### src/rtl/counter_seq_ctrl.sv
// Start/stop/pause sequencer for a WIDTH-bit up/down counter with one-shot or auto-reload.
// Optional tick prescaler enabled by defining COUNTER_SEQ_PRESCALE_EN.
module counter_seq_ctrl #(
  parameter int WIDTH = 3
`ifdef COUNTER_SEQ_PRESCALE_EN
  ,
  parameter int PRESC_W = 4
`endif
) (
  input  logic               clk,
  input  logic               rst,
  input  logic               start,
  input  logic               stop,
  input  logic               pause,
  input  logic [WIDTH-1:0]   load_val,
  input  logic               dir,
  input  logic               reload_mode,
`ifdef COUNTER_SEQ_PRESCALE_EN
  input  logic [PRESC_W-1:0] presc_div,
`endif
  output logic [WIDTH-1:0]   count,
  output logic [1:0]         state,
  output logic               busy,
  output logic               paused,
  output logic               tc,
  output logic               done
);

  localparam logic [1:0] ST_IDLE  = 2'd0;
  localparam logic [1:0] ST_RUN   = 2'd1;
  localparam logic [1:0] ST_PAUSE = 2'd2;
  localparam logic [1:0] ST_DONE  = 2'd3;

  localparam logic [WIDTH-1:0] CNT_ZERO = {WIDTH{1'b0}};
  localparam logic [WIDTH-1:0] CNT_ONES = {WIDTH{1'b1}};
  localparam logic [WIDTH-1:0] CNT_ONE  = WIDTH'(1);

  logic [1:0]       state_q, state_d;
  logic [WIDTH-1:0] count_q, count_d;
  logic [WIDTH-1:0] load_q, load_d;
  logic             dir_q, dir_d;
  logic             reload_q, reload_d;
  logic             tc_q, tc_d;
  logic             done_q, done_d;
  logic             busy_q, busy_d;
  logic             paused_q, paused_d;
  logic [WIDTH-1:0] term_s;
  logic             tick_s;

`ifdef COUNTER_SEQ_PRESCALE_EN
  logic [PRESC_W-1:0] presc_q, presc_d;
  logic [PRESC_W-1:0] div_q, div_d;

  // Prescaler tick: one step every div_q+1 RUN cycles.
  always_comb begin
    tick_s = (presc_q == div_q);
  end
`else
  // Without a prescaler every RUN cycle is a tick.
  always_comb begin
    tick_s = 1'b1;
  end
`endif

  // Terminal value depends on the latched direction.
  always_comb begin
    if (dir_q) begin
      term_s = CNT_ZERO;
    end else begin
      term_s = CNT_ONES;
    end
  end

  // Next-state logic; priority stop > start > pause > tick.
  always_comb begin
    state_d  = state_q;
    count_d  = count_q;
    load_d   = load_q;
    dir_d    = dir_q;
    reload_d = reload_q;
    tc_d     = 1'b0;
    done_d   = 1'b0;
`ifdef COUNTER_SEQ_PRESCALE_EN
    presc_d  = presc_q;
    div_d    = div_q;
`endif
    case (state_q)
      ST_IDLE, ST_DONE: begin
        if (stop) begin
          state_d = ST_IDLE;
          count_d = CNT_ZERO;
        end else if (start) begin
          state_d  = ST_RUN;
          count_d  = load_val;
          load_d   = load_val;
          dir_d    = dir;
          reload_d = reload_mode;
`ifdef COUNTER_SEQ_PRESCALE_EN
          presc_d  = {PRESC_W{1'b0}};
          div_d    = presc_div;
`endif
        end else begin
          state_d = state_q;
        end
      end
      ST_RUN: begin
        if (stop) begin
          state_d = ST_IDLE;
          count_d = CNT_ZERO;
`ifdef COUNTER_SEQ_PRESCALE_EN
          presc_d = {PRESC_W{1'b0}};
`endif
        end else if (pause) begin
          state_d = ST_PAUSE;
        end else if (tick_s) begin
`ifdef COUNTER_SEQ_PRESCALE_EN
          presc_d = {PRESC_W{1'b0}};
`endif
          if (count_q != term_s) begin
            if (dir_q) begin
              count_d = count_q - CNT_ONE;
            end else begin
              count_d = count_q + CNT_ONE;
            end
          end else if (reload_q) begin
            count_d = load_q;
            tc_d    = 1'b1;
          end else begin
            state_d = ST_DONE;
            done_d  = 1'b1;
          end
        end else begin
`ifdef COUNTER_SEQ_PRESCALE_EN
          presc_d = presc_q + PRESC_W'(1);
`endif
          state_d = ST_RUN;
        end
      end
      ST_PAUSE: begin
        if (stop) begin
          state_d = ST_IDLE;
          count_d = CNT_ZERO;
`ifdef COUNTER_SEQ_PRESCALE_EN
          presc_d = {PRESC_W{1'b0}};
`endif
        end else if (!pause) begin
          state_d = ST_RUN;
        end else begin
          state_d = ST_PAUSE;
        end
      end
      default: begin
        state_d = ST_IDLE;
        count_d = CNT_ZERO;
      end
    endcase
    busy_d   = (state_d == ST_RUN) || (state_d == ST_PAUSE);
    paused_d = (state_d == ST_PAUSE);
  end

  // State, datapath and registered status outputs.
  always_ff @(posedge clk) begin
    if (rst) begin
      state_q  <= ST_IDLE;
      count_q  <= CNT_ZERO;
      load_q   <= CNT_ZERO;
      dir_q    <= 1'b0;
      reload_q <= 1'b0;
      tc_q     <= 1'b0;
      done_q   <= 1'b0;
      busy_q   <= 1'b0;
      paused_q <= 1'b0;
`ifdef COUNTER_SEQ_PRESCALE_EN
      presc_q  <= {PRESC_W{1'b0}};
      div_q    <= {PRESC_W{1'b0}};
`endif
    end else begin
      state_q  <= state_d;
      count_q  <= count_d;
      load_q   <= load_d;
      dir_q    <= dir_d;
      reload_q <= reload_d;
      tc_q     <= tc_d;
      done_q   <= done_d;
      busy_q   <= busy_d;
      paused_q <= paused_d;
`ifdef COUNTER_SEQ_PRESCALE_EN
      presc_q  <= presc_d;
      div_q    <= div_d;
`endif
    end
  end

  assign count  = count_q;
  assign state  = state_q;
  assign busy   = busy_q;
  assign paused = paused_q;
  assign tc     = tc_q;
  assign done   = done_q;

endmodule

### config.mk
export PLATFORM = sky130hd
export DESIGN_NAME = counter_seq_ctrl
export DESIGN_NICKNAME = d
export VERILOG_FILES = /design/src/rtl/counter_seq_ctrl.sv
export SDC_FILE = /design/constraint.sdc
export NUM_CORES = 1
export LEC_CHECK = 0
export BUFFER_PORTS_ARGS = -buffer_cell sky130_fd_sc_hd__buf_4
export CAP_MARGIN = 30
export CORE_UTILIZATION = 35
export DETAILED_ROUTE_END_ITERATION = 8
export SYNTH_ARGS = -nofsm -noshare
export SYNTH_HDL_FRONTEND = slang
export SYNTH_SLANG_ARGS = --single-unit
### constraint.sdc
create_clock -name clk -period 3.3 [get_ports clk]
set_input_delay 0.66 -clock clk [delete_from_list [all_inputs] [get_ports clk]]
set_output_delay 0.66 -clock clk [all_outputs]
set_load 0.02 [all_outputs]
==> metrics.md, run 1 <==
| Metric | Value |
|---|---|
| Status | finished clean |
| Final period util | 0.640 |
| Die width | 52.0 µm |
| Mapped Nets | 119 |
| Max-cap violations | 0 |
| Final setup vio count | 0 |
| Via count | 776 |
| Fin. Hold Viols | 0 |
| Fin crit period | 2.11 ns |
| Fin area | 0.00103 mm² |
| Cell area after synthesis | 876 µm² |
| Setup TNS | 0 ns |
| Largest net degree at the start of global routing | 14 |
| Core area | 0.00228 mm² |
| Clock Tree Buf Depth | 2 |
| Vias/cell | 5.28 |
| Max FO, Critical Path | 11 |
| Post_cts resized | 0 |
| DR pass1 iterations | 4 |
| Flop2flop setup slack | 1.19 ns |
| First-pass GRT wire length | 3030 µm |
| Number of DRC markers in iteration 0 | 26 |
| Setup CP Type | flip-flop to flip-flop |
| Worst EP required | 3.53 ns |
| Crit. Startpoint | dir_q$_SDFFE_PP0P_ |
| CTS tree | built |
| DRT antenna net count | 0 |
| Worst-margin pin slew | 0.480 ns |
| Synth Instances | 104 |
| Remaining global-route overflow | 0 |
| Clock skew | 0.00168 ns |
| IO Port Bufs | 18 |
| # clock sinks | 14 |
| Cts bufs inserted | 3 |
| Prevailing post-synth register cell | dfxtp_1 |
| CP Capture Type | flip-flop |
| WL final | 1840 µm |
| Initial antenna violation count | 0 |
| Worst setup SP type | flip-flop |
| Vias in the first global route | 670 |
| Leakage | 0.419 nW |
| Max_slew headroom | 0.679 |
| Die ar. | 0.00271 mm² |
| Power per cell area | 387 mW/mm² |
| Sequential share of the synthesized area | 0.320 |
| Total power | 0.400 mW |
| RSZ-0062 raised after global routing | false |
| Final HPWL DP | 1400 µm |
| Number of synthesized flops with an enable pin | 0 |
| Endpoint of the worst hold path | load_q[2]$_SDFFE_PP0P_ |
| R2R depth | 7 |
| Routed WL per cell | 12.5 µm |
| Area delta synth->final | 18.0% |
| Worst endpoint data arrival time | 2.34 ns |
| Antenna diode count | 0 |
| FMAX | 474 MHz |
| Row count | 17 |
| Num ports | 19 |
| DIE HEIGHT | 52.0 µm |
| Clk_lat worst skew | 0.28 ns |
| Critical R2R Launch | dir_q$_SDFFE_PP0P_ |
| DRC viols | 0 |
| Yosys warnings | 0 |
| Worst VDD drop | 0.324 mV |
| Ratio of cells with drive above 1 in the final layout | 0.235 |
| Clock transition at path regs | 0.09 ns |
| Final #Nets | 135 |
| Root Buffer | clkbuf_4 |
| GP Congestion | 0.825 |
| Synth unique cells | 39 |
| GR Util All Layers | 0.157 |
| Placed inst area | 997 µm² |
| HP Start | load_q[2]$_SDFFE_PP0P_ |
| Synth Area per Inst | 8.42 µm² |
| Hold Crit Class | flip-flop to flip-flop |
| R2R Path End | busy$_SDFF_PP0_ |
| #FFs+latches synth | 14 |
| CTS H-tree lvls | 1 |
| Async SR Flop Fraction | 0 |
| Reg area | 280 µm² |
| Hold Crit Depth | 2 |
| Hold_buf cts | 0 |
| Initial Util | 0.385 |
| Fillers | 236 |
| Multi-input logic area | 517 µm² |
| Finished Core Util | 0.454 |
| Final max-slew violation count | 0 |
| Post-CTS Setup Bufs | 0 |
## worst max path at each step
| stage | endpoint | cells past startpoint |
|---|---|---|
| after detailed placement | busy$_SDFF_PP0_ | 7 |
| final | busy$_SDFF_PP0_ | 7 |
| after global placement | busy$_SDFF_PP0_ | 7 |
| after global routing | busy$_SDFF_PP0_ | 7 |
| after floorplan | busy$_SDFF_PP0_ | 7 |
| after CTS | busy$_SDFF_PP0_ | 7 |
## stage by stage
stage / instances / hold slack (ns) / worst slack, ns
detailed placement: 143 / 0.466 / 1.21
floorplan: 104 / 0.431 / 1.34
finish: 147 / 0.477 / 1.19
global placement: 143 / 0.462 / 1.27
global route: 147 / 0.503 / 1.07
CTS: 147 / 0.479 / 1.19
## registers in the layout, indices dropped and copies added (netlist names)
register / count
count: 3
load_q: 3
state: 2
busy: 1
dir_q: 1
done: 1
paused: 1
reload_q: 1
tc: 1
## metal layers
metal / global-route usage / part of all wire / vias up
met2: 0.233 / 0.45 / 25
met1: 0.203 / 0.48 / 348
met4: 0.0450 / 0.0054 / 0
li1: - / - / 401
met5: 0 / 0 / -
met3: 0.0702 / 0.067 / 2
## worst max-delay path, stage by stage, from the launching register on
cell and delay, ns:
dfxtp_1 0.41, ha_1 0.44, and4bb_1 0.26, o21ai_2 0.10, a211o_1 0.30, a21o_1 0.17, ha_1 0.28, nor2_1 0.09
## cells in the mapped netlist (2+ instances only)
cell type,count,area share
a211oi_1,3,0.026
a21o_1,2,0.017
a21oi_1,10,0.057
and2b_1,2,0.017
buf_2,3,0.017
buf_6,2,0.026
dfxtp_1,14,0.32
ha_1,4,0.057
inv_1,8,0.034
nand2_1,9,0.039
nand3_1,8,0.046
nor2_1,7,0.030
nor2b_1,2,0.014
nor3_1,2,0.011
o21ai_0,4,0.023
## cell families (layout without fill, tap and decap cells)
logic type | count (synthesis) | count (layout) | share of synthesized area
flops | 14 | 14 | 0.320
simple gates | 37 | 37 | 0.234
xor+xnor | 1 | 1 | 0.0100
fa+ha+maj | 5 | 5 | 0.0800
compound gates | 32 | 32 | 0.266
buf+inv | 15 | 30 | 0.0900
## layout by cell type, fill, tap and decap left out, types with 2 or more instances in the layout
cell type,synthesis,layout
a211oi_1,3,3
a21oi_1,10,10
a21o_1,2,2
inv_1,8,8
dfxtp_1,14,14
nor2_1,7,7
clkbuf_4,0,3
buf_4,1,18
ha_1,4,4
nor2b_1,2,2
and2b_1,2,2
nor3_1,2,2
o21ai_0,4,4
nand2_1,9,9
nand3_1,8,8
## where the power goes
| group | switching [mW] | internal (mW) | total (mW) |
|---|---|---|---|
| logic | 0.0460 | 0.0383 | 0.0843 |
| clock network | 0.0601 | 0.0672 | 0.127 |
| registers | 0.0112 | 0.177 | 0.188 |
| total | 0.117 | 0.283 | 0.400 |
## layout make-up
cell class | instances | share of cell area
clock buffer | 4 | 0.0351
inverter | 8 | 0.0291
multi-input combinational | 75 | 0.500
sequential | 14 | 0.271
tap | 28 | 0.0339
timing repair buffer | 18 | 0.131
No activity file was read; power rests on OpenSTA's default activity.
==> inputs of run 2 (changes only) <==
Settings changed: ABC_AREA set to 1.
Clock period 3.3 ns to 1.9 ns, I/O delays scaled along.
==> run 2 against run 1 <==
Effect of this change: clock skew is 0.0092 ns higher; hold slack lost 0.17 ns; non-clock buffer count unchanged; critical path type unchanged; global-route usage increased by 0.85 points; critical endpoint unchanged; wire length down 2.2%; clock power is 32% higher.
==> metrics.md, run 2 <==
| Metric | Value |
|---|---|
| Status | finished clean |
| Final HPWL DP | 1410 µm (+0.56%) |
| Initial antenna violation count | 0 (unchanged) |
| Total power | 0.643 mW (+61%) |
| Synth Area per Inst | 7.07 µm² (-16%) |
| Synth unique cells | 24 (-38%) |
| Placed inst area | 997 µm² (unchanged) |
| Comb pwr share | 0.240 (+0.029) |
| Final period util | 0.906 (+0.266) |
| CTS tree | built |
| Clock power share | 0.262 (-0.056) |
| Critical Path, Cell by Cell | inv_1 > ha_2 > inv_2 > nor2_4 > o21ai_0 > a21boi_0 > ha_1 > nor2_1 |
| Clk_lat worst skew | 0.28 ns (about the same) |
| Largest delay contributor family on the critical path | adder cells |
| Final #Nets | 155 (+15%) |
| RSZ-0062 raised after global routing | false |
| Worst endpoint data arrival time | 1.94 ns (-0.40 ns) |
| Worst setup SP type | flip-flop |
| Cts bufs inserted | 3 (unchanged) |
| Cell area after synthesis | 827 µm² (-5.6%) |
| Core area | 0.00221 mm² (-2.8%) |
| Max-cap violations | 0 (unchanged) |
| Setup CP Type | flip-flop to flip-flop |
| Number of DRC markers in iteration 0 | 18 (-31%) |
| Remaining global-route overflow | 0 (unchanged) |
| Vias/cell | 4.93 (-6.5%) |
| Yosys warnings | 0 (unchanged) |
| Post-CTS Setup Bufs | 0 (unchanged) |
| CP max stage cell | dfxtp_2 |
| Clock skew | 0.0109 ns (+0.00919 ns) |
| Area delta synth->final | 23.8% |
| GR Util All Layers | 0.166 (+0.00851) |
| Sequential share of the synthesized area | 0.339 (+0.0189) |
| Number of synthesized flops with an enable pin | 0 (unchanged) |
| Power per cell area | 628 mW/mm² (+62%) |
| Fin crit period | 1.72 ns (-0.390 ns) |
| Max FO, Critical Path | 8 (-3) |
| Clock transition at path regs | 0.09 ns (about the same) |
| Leakage | 0.477 nW (+14%) |
| Crit-path max cell delay | 0.37 ns (-0.07 ns) |
| Root Buffer | clkbuf_4 |
| DIE HEIGHT | 50.6 µm (-2.7%) |
| Worst VDD drop | 0.338 mV (+4.5%) |
| Prevailing post-synth register cell | dfxtp_1 |
| Worst-margin pin slew | 0.279 ns (-0.202 ns) |
| # clock sinks | 14 (unchanged) |
| Async SR Flop Fraction | 0 (unchanged) |
| Clock Tree Buf Depth | 2 (unchanged) |
| Largest area contributor in the netlist | dfxtp_1 |
| Leading post-synthesis cells by cell area | dfxtp_1 34%, nand2_1 12%, inv_1 7.3% |
| Via count | 819 (+5.5%) |
| Routed WL per cell | 10.9 µm (-13%) |
| Die ar. | 0.00256 mm² (-5.4%) |
| Synth Instances | 117 (+13%) |
| Commonest non-fill, non-tap cells in the layout | 26 x nand2_1, 18 x buf_4, 16 x inv_1 |
| Int Power | 0.442 mW (+56%) |
| DRC viols | 0 (unchanged) |
| Fin area | 0.00102 mm² (-0.97%) |
| Seq pwr share | 0.498 (+0.027) |
| Worst EP required | 2.12 ns (-1.41 ns) |
| Vias in the first global route | 748 (+12%) |
| Largest net degree at the start of global routing | 10 (-4) |
| FMAX | 581 MHz (+23%) |
| Setup TNS | 0 ns (unchanged) |
| Fin. Hold Viols | 0 (unchanged) |
| CTS H-tree lvls | 1 (unchanged) |
| Commonest cells post-synth | 26 x nand2_1, 16 x inv_1, 14 x dfxtp_1, 13 x nor2_1 |
| Commonest non-fill, non-tap cell in the layout | nand2_1 |
| CP Buf/Inv Count | 2 (+2) |
| GP Congestion | 0.921 (+12%) |
| Share of the synthesized area in the top cell type | 0.339 (+0.0189) |
| Initial Util | 0.374 (-0.0110) |
| Hold Crit Class | input pin to flip-flop |
| Max_slew headroom | 0.814 (+0.135) |
| Post_cts resized | 0 (unchanged) |
| Num ports | 19 (unchanged) |
| Fillers | 236 (unchanged) |
| CP Capture Type | flip-flop |
| Die width | 50.6 µm (-2.7%) |
| WL final | 1800 µm (-2.2%) |
| Row count | 17 (unchanged) |
| IO Port Bufs | 18 (unchanged) |
| Fin Hold WS | 0.305 ns (-0.172 ns) |
| DR pass1 iterations | 4 (unchanged) |
| DRT antenna net count | 0 (unchanged) |
| Mapped Nets | 132 (+11%) |
| Hold_buf cts | 0 (unchanged) |
| #FFs+latches synth | 14 (unchanged) |
| Final max-slew violation count | 0 (unchanged) |
| Sw Ratio | 0.312 (+0.0193) |
| Antenna diode count | 0 (unchanged) |
| Most frequent cell after synthesis | nand2_1 |
| Net Sw Power | 0.201 mW (+71%) |
| Ratio of cells with drive above 1 in the final layout | 0.268 (+0.0328) |
| First-pass GRT wire length | 3230 µm (+6.6%) |
| Final setup vio count | 0 (unchanged) |
==> run 2: cell count changes in the layout (fill, tap and decap cells not counted), sizes merged, moves of 4 or more <==
cell,delta
inv,+11
a211oi,-4
nor2,+7
o21ai,+4
nand2,+21
==> run 2: final timing paths <==
path,start,cells past startpoint,to,slack [ns]
setup / recovery,state[0]$_SDFF_PP0_,8,busy$_SDFF_PP0_,0.18
setup reg to reg,state[0]$_SDFF_PP0_,8,busy$_SDFF_PP0_,0.18
hold reg to reg,load_q[2]$_SDFFE_PP0P_,2,load_q[2]$_SDFFE_PP0P_,0.47
hold / removal,rst,2,load_q[0]$_SDFFE_PP0P_,0.30
==> run 2: area by class of cell <==
class | count | area (µm²) | share of cell area
Inverter | 19 | 71.3 | 0.0697
Timing Repair Buffer | 18 | 135 | 0.132
Tap cell | 28 | 35.0 | 0.0342
Clock buffer | 3 | 22.5 | 0.0220
Multi-Input combinational cell | 84 | 478 | 0.467
Sequential cell | 14 | 282 | 0.275
==> run 2: kinds of logic (layout without fill, tap and decap cells) <==
group,Yosys count,after routing,share of synthesized area
and+or+nand+nor,60,60,0.348
AOI/OAI and AO/OA,19,19,0.142
buffers and inverters,19,40,0.0862
DFF,14,14,0.339
adders and majority gates,5,5,0.0847
==> run 2: power by group through the flow <==
stage | registers [mW] | logic [mW] | clock network, mW
after CTS | 0.320 | 0.154 | 0.171
final | 0.321 | 0.154 | 0.168
after global placement | 0.326 | 0.154 | 0
after global routing | 0.323 | 0.176 | 0.187
after floorplan | 0.334 | 0.0948 | 0
after detailed placement | 0.327 | 0.154 | 0
==> run 2: per-stage QoR <==
step                      utilization  worst slack, ns  std cells
after floorplan                     -            0.130        117
after global placement          0.451            0.179        163
after detailed placement        0.451            0.129        163
after CTS                       0.461            0.109        166
after global routing            0.463           0.0108        166
final                           0.463            0.179        166
==> run 2: metal layers <==
metal	vias up	track usage	share of wire
li1	417	-	-
met1	381	0.226	0.50
met2	16	0.247	0.44
met3	5	0.0394	0.039
met4	0	0.0694	0.019
met5	-	0	0
